File: src/rtl/cpu_pkg.sv
// Shared CPU control definitions: sequencer states, opcode class
// constants and instruction-register field positions.
package cpu_pkg;

  typedef enum logic [3:0] {
    S_RST  = 4'd0,
    S_T0   = 4'd1,
    S_T1   = 4'd2,
    S_T2   = 4'd3,
    S_T3   = 4'd4,
    S_T4   = 4'd5,
    S_T5   = 4'd6,
    S_T6   = 4'd7,
    S_HALT = 4'd8
  } state_t;

  // Opcode classes; anything not listed decodes as NOP.
  localparam logic [4:0] OP_ALU_LO = 5'b00011;
  localparam logic [4:0] OP_ALU_HI = 5'b01100;
  localparam logic [4:0] OP_MUL    = 5'b01111;
  localparam logic [4:0] OP_DIV    = 5'b10000;
  localparam logic [4:0] OP_HALT   = 5'b11011;

  // IR field bit positions.
  localparam int OPC_MSB = 31;
  localparam int OPC_LSB = 27;
  localparam int RA_MSB  = 26;
  localparam int RA_LSB  = 23;
  localparam int RB_MSB  = 22;
  localparam int RB_LSB  = 19;
  localparam int RC_MSB  = 18;
  localparam int RC_LSB  = 15;

  function automatic logic is_alu(input logic [4:0] op);
    return (op >= OP_ALU_LO) && (op <= OP_ALU_HI);
  endfunction

  function automatic logic is_muldiv(input logic [4:0] op);
    return (op == OP_MUL) || (op == OP_DIV);
  endfunction

endpackage

File: src/rtl/cu_reg_select.sv
// Register-select decoder: 4-bit register field plus enable to a
// one-hot R0..R15 strobe. R0 decodes like any other register.
module cu_reg_select
  import cpu_pkg::*;
(
  input  logic [3:0]  sel,
  input  logic        en,
  output logic [15:0] onehot
);

  // One bit set only when enabled; all-zero otherwise.
  always_comb begin
    onehot = '0;
    if (en) onehot[sel] = 1'b1;
  end

endmodule

File: src/rtl/control_sequencer.sv
// Hardwired control sequencer: fetch (T0..T2), decode/execute (T3..T6),
// HALT. Moore decode of registered state plus ir.
// Optional build macro CU_MEMWAIT_EN: T1 stretches until mem_rdy is high.
module control_sequencer
  import cpu_pkg::*;
(
  input  logic        clk,
  input  logic        reset_n,
  input  logic [31:0] ir,
  input  logic        mem_rdy,
  output logic        PCout,
  output logic        PCin,
  output logic        pcInc,
  output logic        MARin,
  output logic        MDR_read,
  output logic        MDR_enable,
  output logic        MDRout,
  output logic        IR_enable,
  output logic        Y_enable,
  output logic        Zlow_enable,
  output logic        Zhigh_enable,
  output logic        Zlowout,
  output logic        Zhighout,
  output logic        HI_enable,
  output logic        LO_enable,
  output logic        run,
  output logic [15:0] r_in,
  output logic [15:0] r_out,
  output logic [4:0]  op_code
);

  state_t      state, nxt;
  logic [4:0]  opc;
  logic [3:0]  ra, rb, rc;
  logic        alu, md;
  logic        rin_en, rout_en;
  logic [3:0]  rout_sel;
  logic [14:0] unused_ir;

  assign opc = ir[OPC_MSB:OPC_LSB];
  assign ra  = ir[RA_MSB:RA_LSB];
  assign rb  = ir[RB_MSB:RB_LSB];
  assign rc  = ir[RC_MSB:RC_LSB];
  assign alu = is_alu(opc);
  assign md  = is_muldiv(opc);
  assign unused_ir = ir[14:0];

`ifndef CU_MEMWAIT_EN
  logic unused_mem_rdy;
  assign unused_mem_rdy = mem_rdy;
`endif

  // State register; reset forces RST immediately, aborting any instruction.
  always_ff @(posedge clk or negedge reset_n) begin
    if (!reset_n) state <= S_RST;
    else          state <= nxt;
  end

  // Next-state sequencing.
  always_comb begin
    nxt = state;
    unique case (state)
      S_RST: nxt = S_T0;
      S_T0:  nxt = S_T1;
`ifdef CU_MEMWAIT_EN
      S_T1:  nxt = mem_rdy ? S_T2 : S_T1;
`else
      S_T1:  nxt = S_T2;
`endif
      S_T2:  nxt = S_T3;
      S_T3: begin
        if (alu || md)           nxt = S_T4;
        else if (opc == OP_HALT) nxt = S_HALT;
        else                     nxt = S_T0;
      end
      S_T4:   nxt = S_T5;
      S_T5:   nxt = md ? S_T6 : S_T0;
      S_T6:   nxt = S_T0;
      S_HALT: nxt = S_HALT;
      default: nxt = S_RST;
    endcase
  end

  // Register bus drive: Rb in T3, Rc in T4; write-back to Ra in T5 (ALU only).
  assign rout_en  = ((state == S_T3) || (state == S_T4)) && (alu || md);
  assign rout_sel = (state == S_T4) ? rc : rb;
  assign rin_en   = (state == S_T5) && alu;

  cu_reg_select u_rin  (.sel(ra),       .en(rin_en),  .onehot(r_in));
  cu_reg_select u_rout (.sel(rout_sel), .en(rout_en), .onehot(r_out));

  // Control strobes decoded from state (and ir in the execute steps).
  always_comb begin
    PCout        = 1'b0;
    PCin         = 1'b0;
    pcInc        = 1'b0;
    MARin        = 1'b0;
    MDR_read     = 1'b0;
    MDR_enable   = 1'b0;
    MDRout       = 1'b0;
    IR_enable    = 1'b0;
    Y_enable     = 1'b0;
    Zlow_enable  = 1'b0;
    Zhigh_enable = 1'b0;
    Zlowout      = 1'b0;
    Zhighout     = 1'b0;
    HI_enable    = 1'b0;
    LO_enable    = 1'b0;
    run          = 1'b0;
    op_code      = 5'b00000;
    unique case (state)
      S_T0: begin
        run = 1'b1; PCout = 1'b1; MARin = 1'b1; pcInc = 1'b1; Zlow_enable = 1'b1;
      end
      S_T1: begin
        run = 1'b1; MDR_read = 1'b1;
`ifdef CU_MEMWAIT_EN
        // Hold the read; latch data and update PC only once memory answers.
        MDR_enable = mem_rdy; Zlowout = mem_rdy; PCin = mem_rdy;
`else
        MDR_enable = 1'b1; Zlowout = 1'b1; PCin = 1'b1;
`endif
      end
      S_T2: begin
        run = 1'b1; MDRout = 1'b1; IR_enable = 1'b1;
      end
      S_T3: begin
        run = 1'b1;
        Y_enable = alu || md;
      end
      S_T4: begin
        run = 1'b1; op_code = opc; Zlow_enable = 1'b1; Zhigh_enable = md;
      end
      S_T5: begin
        run = 1'b1; Zlowout = 1'b1; LO_enable = md;
      end
      S_T6: begin
        run = 1'b1; Zhighout = 1'b1; HI_enable = 1'b1;
      end
      default: ;
    endcase
  end

endmodule

File: config.mk
export PLATFORM = sky130hd
export DESIGN_NAME = control_sequencer
export DESIGN_NICKNAME = d
export VERILOG_FILES = /design/src/rtl/cpu_pkg.sv /design/src/rtl/cu_reg_select.sv /design/src/rtl/control_sequencer.sv
export SDC_FILE = /design/constraint.sdc
export NUM_CORES = 1
export LEC_CHECK = 0
export ABC_CLOCK_PERIOD_IN_PS = 3300
export BUFFER_PORTS_ARGS = -buffer_cell sky130_fd_sc_hd__buf_2
export CORE_MARGIN = 1.5
export CORE_UTILIZATION = 38
export DETAILED_ROUTE_END_ITERATION = 12
export PLACE_DENSITY_LB_ADDON = 0.05
export SYNTH_ARGS = -nofsm -noshare
export SYNTH_HDL_FRONTEND = slang
export SYNTH_SLANG_ARGS = --single-unit
File: constraint.sdc
create_clock -name clk -period 3.3 [get_ports clk]
set_input_delay 0.495 -clock clk [delete_from_list [all_inputs] [get_ports clk]]
set_output_delay 0.495 -clock clk [all_outputs]
set_load 0.01 [all_outputs]
======== Word-level counts from Yosys, hierarchy flattened ========
Index checks and enable logic that the tools add are counted.
word-level totals
  register bits ........................... 4
cells by class
  order comparisons ....................... 6
  equality and inequality tests ........... 11
  multiplexer cells ....................... 22
  reductions and logical operators ........ 13
operators by type and width
  kind                                                                                  number
  16-bit two-way mux                                                                    2
  4-bit case mux with 8 select lines                                                    1
  4-bit by 3-bit == test with 1-bit output (second input constant)                      4
  1-bit two-way mux                                                                     12
  4-bit two-way mux                                                                     3
  5-bit == test (second input constant)                                                 2
  4-bit by 5-bit < comparator with 1-bit output (second input constant)                 2
  1-bit demux with 4-bit select                                                         2
  4-bit by 2-bit == test with 1-bit output (second input constant)                      2
  4-bit by 1-bit greater-or-equal comparator with 1-bit output (second input constant)  2
  7-bit OR reduction                                                                    1
  2-bit OR reduction                                                                    3
  5-bit by 4-bit == test with 1-bit output (second input constant)                      1
  5-bit by 2-bit greater-or-equal comparator with 1-bit output (second input constant)  1
  5-bit by 4-bit <= comparator with 1-bit output (second input constant)                1
  1-bit logical AND                                                                     5
  5-bit two-way mux                                                                     1
  4-bit by 1-bit == test with 1-bit output (second input constant)                      1
  4-bit == test (second input constant)                                                 1
  4-bit logical NOT                                                                     1
  1-bit logical OR                                                                      3
  3-bit two-way mux                                                                     1

======== Longest topological paths before layout ========
Gate-level depths: netlist (run 1).
  depth in word-level cells ............... 7
  gate-level depth with buffers ........... 6
  gate-level depth less buffers ........... 4

======== Modules after synthesis ========
Synthesis (run 1) repeated with hierarchy kept, for this count alone.
unflattened totals
  cells, all modules ...................... 114
  area, all modules ....................... 794.5 sq um
modules (own cells, without submodules)
  module                  times used  cells each  area each (sq um)
  control_sequencer       1           68          556.8
  cu_reg_select (u_rin)   1           23          120.1
  cu_reg_select (u_rout)  1           23          117.6

======== Worst setup path after synthesis (run 1) ========
No wires, ideal clock.
  path kind ............................... reg2out
  start ................................... register state[0]
  end ..................................... output port r_in[4]
  data arrival time ....................... 1.723 ns
  required time ........................... 2.805 ns
  setup slack ............................. 1.082 ns
  stages on the path, launching flop included .. 6
  path buffers ............................ 1
  cell sequence ........................... dfrtp_1 -> buf_6 -> or3b_4 -> a2111oi_4 -> nand3b_2 -> nor3_1
between the ends
  longest elaborated chain between the ends .. 3
RTL lines
  what                                      RTL line                 source
  start: declaration                        control_sequencer.sv:32  state_t state, nxt;
  start signal: assignment                  control_sequencer.sv:56  else state <= nxt;
  4-bit by 3-bit == test with 1-bit output  control_sequencer.sv:87  assign rin_en = (state == S_T5) && alu;
  1-bit logical AND                         control_sequencer.sv:87
  16-bit two-way mux                        cu_reg_select.sv:14      if (en) onehot[sel] = 1'b1;
  end: declaration                          control_sequencer.sv:27  output logic [15:0] r_in,
Every way passes these cells.

======== Final worst setup path (run 1) ========
  start ................................... register state[3]
  end ..................................... output port r_out[6]
between the ends
  longest elaborated chain between the ends .. 7
RTL lines
  what                                                                                                                                                 RTL line                                          source
  4-bit by 3-bit == test with 1-bit output                                                                                                             control_sequencer.sv:85, control_sequencer.sv:86
  4-bit two-way mux                                                                                                                                    control_sequencer.sv:86                           assign rout_sel = (state == S_T4) ? rc : rb;
  4-bit by 5-bit < comparator with 1-bit output (implied by the code) or 4-bit by 1-bit greater-or-equal comparator with 1-bit output (tied branches)  cu_reg_select.sv:14
  1-bit logical AND (implied by the code)                                                                                                              cu_reg_select.sv:14
  1-bit two-way mux (implied by the code)                                                                                                              cu_reg_select.sv:14
  1-bit demux with 4-bit select                                                                                                                        -
  16-bit two-way mux *                                                                                                                                 cu_reg_select.sv:14
  end: declaration                                                                                                                                     control_sequencer.sv:28                           output logic [15:0] r_out,
Every way passes the cells marked *; elsewhere a longest branch is shown, timed or not.

==> flow_summary.toml, run 1 <==
[placement]
postPlaceCellArea_um2 = 1130
count_of_port_buffers_added_during_placement = 71
detailedPlacementHpwl_um = 1970
dp.cells = 207
replace_congestion = 0.769
dp_slack_ns = 0.684

[power_and_ir_drop]
clock_power_share_pct = 12.1
leakage_power_total_nw = 0.622
switching_power_uw = 279
internal-power_uw = 252
p_comb_share_pct = 66.0
power.density_cell_area_nw_per_um2 = 460
power.share.switching_pct = 52.5
power.ir.vdd_worst_mv = 0.369
power_frac_seq_pct = 21.9

[timing]
max_freq_mhz = 375
layout_min_cycle_time_ns = 2.67
fin_worst_skew_ns = 0.00732
postLayoutSetupSlackWorst_ns = 0.633
finalCritPeriodShare_pct = 80.8
rsz0062_at_grt = "no"
worst-slew-pin-transition_ns = 0.998
slew_headroom_pct = 33.0
report.final.setup_viol = 0
count_of_final_max_slew_check_failures = 0
finalHoldViolCount = 0
setup_total_negative_slack_ns = 0

[yosys]
synth.distinct_cells = 36
yosysWarningCount = 0
synth_seq_cells = 4
synth.avg_cell_area_um2 = 6.86
number_of_enable_flip_flop_cells_after_synthesis = 0
mappedNetlistArea_um2 = 837
synthCells = 122
post-synth-top-area-cell = "sky130_fd_sc_hd__nor3_1"
postSynthNetCount = 157
async_reset_ff_share_pct = 100
post-synth-top-area-fraction_pct = 16.7
yosysSeqAreaShare_pct = 12.0
synth-main-ff-cell = "sky130_fd_sc_hd__dfrtp_1"
synth.area.top_cells = "sky130_fd_sc_hd__nor3_1 17%, sky130_fd_sc_hd__dfrtp_1 12%, sky130_fd_sc_hd__nor2_1 8.5%"

[grt]
antenna_found_initial = 0
grt.overflow.total = 0
global_route.peak_usage_layer = "met2"
groute.layer.met3.usage_pct = 1.82
grtUsageMet2_pct = 31.8
number_of_global_route_vias_before_repair = 931
maximum_number_of_pins_on_one_net_before_global_route_repair = 17
grt.total_usage_pct = 20.3
grt_first_pass_wirelength_um = 3970
met1_usage_pct = 27.0

[run_status]
result_of_the_run = "finished, final reports clean"

[clock_network]
clk_pin_slew_ns = 0.04
clk-insertion-delay-late_ns = 0.25
numCtsBuffers = 3
htree_num_levels = 1
cts_tree = "done"
worst_case_clock_buffer_depth = 2
cts.sink_count = 4
clockRootBuffer = "sky130_fd_sc_hd__clkbuf_4"
postCtsSetupRepairBufs = 0
post_cts_resize_count = 0
post_cts_hold_buffer_count = 0

[cells_and_area]
largest_register = "state"
layout_top_registers = "state x4"
multiInputGateArea_um2 = 633
drive_gt1_share_pct = 45.9
final_area_um2 = 1160
antenna-diode-count = 0
largest_register_ff_count = 4
layout.area.seq_um2 = 100
layout_area_growth_over_synthesis_pct = 38.1
final_nets = 220
layout.cells.non_filler = 210
num-fill-cells = 208

[setup_path]
startpoint_class_of_the_critical_path = "flop"
cp_launch_point = "state[3]"
crit_cells = 5
cp_slowest_stage_delay_ns = 0.56
crit_path_cell_trace = "and4bb_1 > mux2i_1 > nand2b_1 > nor3_1 > buf_2"
reg_to_reg_startpoint = "state[3]"
crit_required_ns = 2.80
worstPathArrival_ns = 2.17
crit_type = "reg -> out"
worstReg2RegEnd = "state[2]"
crit_family = "simple AND/OR/NAND/NOR gates"
reg2reg_slack_ns = 1.65
critPathMaxFanout = 12
endpoint_kind = "primary output"
crit_path_top_delay_cell = "sky130_fd_sc_hd__and4bb_1"
crit_end = "r_out[6]"
worst-path-buf-inv = 1
reg2regPathDepth = 3

[die]
initial_utilization_pct = 41.4
die_height_um = 49.9
floorplan.die.width_um = 49.9
num_io_pins = 88
core-area_um2 = 2020
fp.dieArea_um2 = 2490
placementRows = 16

[drt]
final_antenna_net_count = 0
routed_len_inst_um = 11.7
drt_iter0_markers = 28
first_pass_iters = 4
route.detailed.drc = 0
post_drt_via_cell_ratio = 5.27
routed-via-count = 1106
wl_um = 2460

[flow_run]
max_cap_violations = 0

[min_path]
worst_min_delay_path_class = "in -> async"
logic make-up after synthesis:
family                 count (synthesis)  synth area share (%)
buffers and inverters                 16                  12.4
and+or+nand+nor                       85                  55.9
AOI/OAI and AO/OA                     11                  12.4
muxes                                  6                  7.32
DFF                                    4                  12.0
per-stage QoR:
stage | power (mW) | utilization [%] | hold slack, ns
2_1_floorplan | 0.406 | - | 0.199
6_report | 0.532 | 57.2 | 0.0435
5_1_grt | 0.579 | 57.2 | 0.0340
4_1_cts | 0.534 | 57.2 | 0.0395
3_5_place_dp | 0.466 | 56.1 | 0.305
3_3_place_gp | 0.462 | 56.1 | 0.298
synth_stat cells, drive strengths merged, types with 2 or more instances:
cell and n:
nand3b 2, nor4 2, inv 3, dfrtp 4, mux2i 5, nand2b 8
and2 5, a21oi 3, clkbuf 2, nor2 19, buf 11, nor3 29
nand2 10
cell usage in the layout, fill, tap and decap left out, types with 2 or more instances in the layout:
cell                       count
sky130_fd_sc_hd__clkbuf_4      3
sky130_fd_sc_hd__nor2_1       19
sky130_fd_sc_hd__a21oi_1       3
sky130_fd_sc_hd__nor4_1        2
sky130_fd_sc_hd__buf_2        71
sky130_fd_sc_hd__nand2b_1      8
sky130_fd_sc_hd__and2_1        5
sky130_fd_sc_hd__nand2_1       9
sky130_fd_sc_hd__dfrtp_1       4
sky130_fd_sc_hd__nand3b_2      2
sky130_fd_sc_hd__inv_1         3
sky130_fd_sc_hd__mux2i_1       5
sky130_fd_sc_hd__nor3_1       28
final cells by class:
cell class / instances / area share, %
multi-input cells: 102 / 54.8
repair buffers: 71 / 30.7
flip-flops and latches: 4 / 8.66
well taps: 27 / 2.92
clock buffers: 3 / 1.95
inverters: 3 / 0.974
per-layer routing:
layer	vias up	part of all wire, %
met5	-	0
met4	0	2.2
met3	5	7.6
met2	56	45
met1	486	45
li1	559	-
power by group through the flow:
stage,clock (mW),combinational (mW),sequential (mW)
6_report,0.0643,0.351,0.117
5_1_grt,0.0720,0.386,0.122
4_1_cts,0.0671,0.352,0.115
3_5_place_dp,0,0.351,0.115
3_3_place_gp,0,0.346,0.116
2_1_floorplan,0,0.332,0.0740
worst min-delay path by stage:
| stage | startpoint | to | slack [ns] | depth (start not counted) |
|---|---|---|---|---|
| after global routing | reset_n | state[1] | 0.03 | 1 |
| after CTS | reset_n | state[1] | 0.04 | 1 |
| after detailed placement | reset_n | state[3] | 0.30 | 1 |
| final | reset_n | state[0] | 0.04 | 1 |
| after floorplan | reset_n | state[0] | 0.20 | 0 |
| after global placement | reset_n | state[1] | 0.30 | 1 |
(Power assumes the default switching activity.)
==> inputs of run 2 (changes only) <==
--- a/config.mk
+++ b/config.mk
@@ -5,10 +5,10 @@
 export SDC_FILE = /design/constraint.sdc
 export NUM_CORES = 1
 export LEC_CHECK = 0
-export ABC_CLOCK_PERIOD_IN_PS = 3300
+export ABC_CLOCK_PERIOD_IN_PS = 2500
 export BUFFER_PORTS_ARGS = -buffer_cell sky130_fd_sc_hd__buf_2
 export CORE_MARGIN = 1.5
-export CORE_UTILIZATION = 38
+export CORE_UTILIZATION = 35
 export DETAILED_ROUTE_END_ITERATION = 12
 export PLACE_DENSITY_LB_ADDON = 0.05
 export SYNTH_ARGS = -nofsm -noshare
==> constraint.sdc (replaced) <==
create_clock -name clk -period 2.5 [get_ports clk]
set_input_delay 0.375 -clock clk [delete_from_list [all_inputs] [get_ports clk]]
set_output_delay 0.375 -clock clk [all_outputs]
set_load 0.01 [all_outputs]
==> run 2 against run 1 <==
Net effect: count of clock-buffer cells in the layout unchanged; register-to-register slack got worse by 0.79 ns; wire length increased by 1.0%; sequential power increased by 12%; combinational power increased by 50%; non-clock buffer count increased by 4; via count decreased by 3.7%; design area increased by 4.1%; largest cell class unchanged.
==> flow_summary.toml, run 2 (synthesis results as in run 1) <==
[flow_run]
max_cap_violations = 0

[die]
core-area_um2 = 2230
placementRows = 17
initial_utilization_pct = 37.5
die_height_um = 51.9
fp.dieArea_um2 = 2690
num_io_pins = 88
floorplan.die.width_um = 51.9

[timing]
slew_headroom_pct = 61.5
layout_min_cycle_time_ns = 2.33
finalCritPeriodShare_pct = 93.4
count_of_final_max_slew_check_failures = 0
setup_total_negative_slack_ns = 0
finalHoldViolCount = 0
worst-slew-pin-transition_ns = 0.578
rsz0062_at_grt = "no"
fin_worst_skew_ns = 0.00300
max_freq_mhz = 428
report.final.setup_viol = 0

[setup_path]
crit_type = "reg -> out"
worstPathArrival_ns = 1.96
worst-path-buf-inv = 1
endpoint_kind = "primary output"
crit_path_cell_trace = "and4bb_4 > mux2i_1 > nand2_1 > nor3_1 > buf_2"
cp_slowest_stage_delay_ns = 0.46
crit_required_ns = 2.12
crit_path_top_delay_cell = "sky130_fd_sc_hd__dfrtp_2"
critPathMaxFanout = 10
startpoint_class_of_the_critical_path = "flop"
crit_family = "simple AND/OR/NAND/NOR gates"

[cells_and_area]
layout_top_registers = "state x4"
largest_register_ff_count = 4
antenna-diode-count = 0
most-common-layout-cells = "71 x sky130_fd_sc_hd__buf_2, 28 x sky130_fd_sc_hd__nor3_1, 19 x sky130_fd_sc_hd__nor2_1"
final_nets = 224
largest_register = "state"
drive_gt1_share_pct = 47.6
final_common_cell = "sky130_fd_sc_hd__buf_2"
finalCoreUtilization_pct = 53.9
layout_area_growth_over_synthesis_pct = 43.8

[power_and_ir_drop]
power_frac_seq_pct = 17.8
clock_power_share_pct = 10.6
power.density_cell_area_nw_per_um2 = 613
leakage_power_total_nw = 0.640
power.share.switching_pct = 51.0
p_comb_share_pct = 71.6
switching_power_uw = 376
internal-power_uw = 361
power.ir.vdd_worst_mv = 0.487

[grt]
grt.overflow.total = 0
maximum_number_of_pins_on_one_net_before_global_route_repair = 17
antenna_found_initial = 0
grt_first_pass_wirelength_um = 3910
number_of_global_route_vias_before_repair = 939
grt.total_usage_pct = 18.6

[clock_network]
postCtsSetupRepairBufs = 0
worst_case_clock_buffer_depth = 2
clk-insertion-delay-late_ns = 0.23
cts.sink_count = 4
clk_pin_slew_ns = 0.04
numCtsBuffers = 3
htree_num_levels = 1
cts_tree = "done"
clockRootBuffer = "sky130_fd_sc_hd__clkbuf_4"

[placement]
detailedPlacementHpwl_um = 2020
count_of_port_buffers_added_during_placement = 71
replace_congestion = 0.726

[drt]
route.detailed.drc = 0
first_pass_iters = 4
wl_um = 2490
post_drt_via_cell_ratio = 4.95
drt_iter0_markers = 8
routed_len_inst_um = 11.6
routed-via-count = 1065
final_antenna_net_count = 0

[min_path]
worst_min_delay_path_class = "in -> async"

[run_status]
result_of_the_run = "finished, final reports clean"
[run 2: path summary, 6_finish.rpt]
check                      cells after the start  slack (ns)  endpoint  startpoint
max in group asynchronous                      2        1.90  state[1]     reset_n
hold / removal                                 2        0.47  state[0]     reset_n
hold reg to reg                                1        0.57  state[3]    state[1]
setup / recovery                               5        0.17  r_out[4]    state[1]
min in group clk                               4        0.56  state[0]      ir[31]
setup reg to reg                               4        0.86  state[2]    state[3]
[run 2: layout make-up]
cell class / instances / area, um^2
multi-input combinational: 102 / 646
tap: 28 / 35.0
fill: 237 / 1030
clock buffer: 3 / 22.5
inverter: 3 / 11.3
sequential: 4 / 101
timing repair buffer: 75 / 388
[run 2: worst reg2reg max path, stage by stage (launching register included)]
cell and delay, ns:
sky130_fd_sc_hd__dfrtp_1 0.39, sky130_fd_sc_hd__buf_4 0.18, sky130_fd_sc_hd__nand2b_1 0.31, sky130_fd_sc_hd__nor3_1 0.13
sky130_fd_sc_hd__or4b_1 0.50
[run 2: per-layer routing]
layer | share of wire, % | track usage [%]
met5 | 0 | 0
met2 | 51 | 33.3
met4 | 0.64 | 7.46
met1 | 44 | 22.6
met3 | 4.0 | 1.72
[run 2: power groups by stage]
stage	registers, mW	logic (mW)	clock network (mW)
floorplan	0.0977	0.438	0
global placement	0.125	0.513	0
detailed placement	0.126	0.518	0
CTS	0.126	0.521	0.0817
global route	0.136	0.583	0.0840
finish	0.131	0.528	0.0780
[run 2: per-stage QoR]
stage	worst slack [ns]	total power, mW	instances	hold WS (ns)	cell area (um^2)
floorplan	0.402	0.536	122	0.0794	837
global placement	0.153	0.638	211	0.179	1160
detailed placement	0.148	0.645	211	0.180	1160
CTS	0.00114	0.729	215	0.465	1190
global route	0.0397	0.803	215	0.480	1200
finish	0.166	0.737	215	0.469	1200
[run 2: what timing repair did]
| action | 4_1_cts | 5_1_grt |
|---|---|---|
| resized for setup | 0 | 4 |
| hold buffers | 1 | 0 |
| endpoints found under the setup margin | 0 | 25 |
| hold endpoints to repair | 4 | 0 |
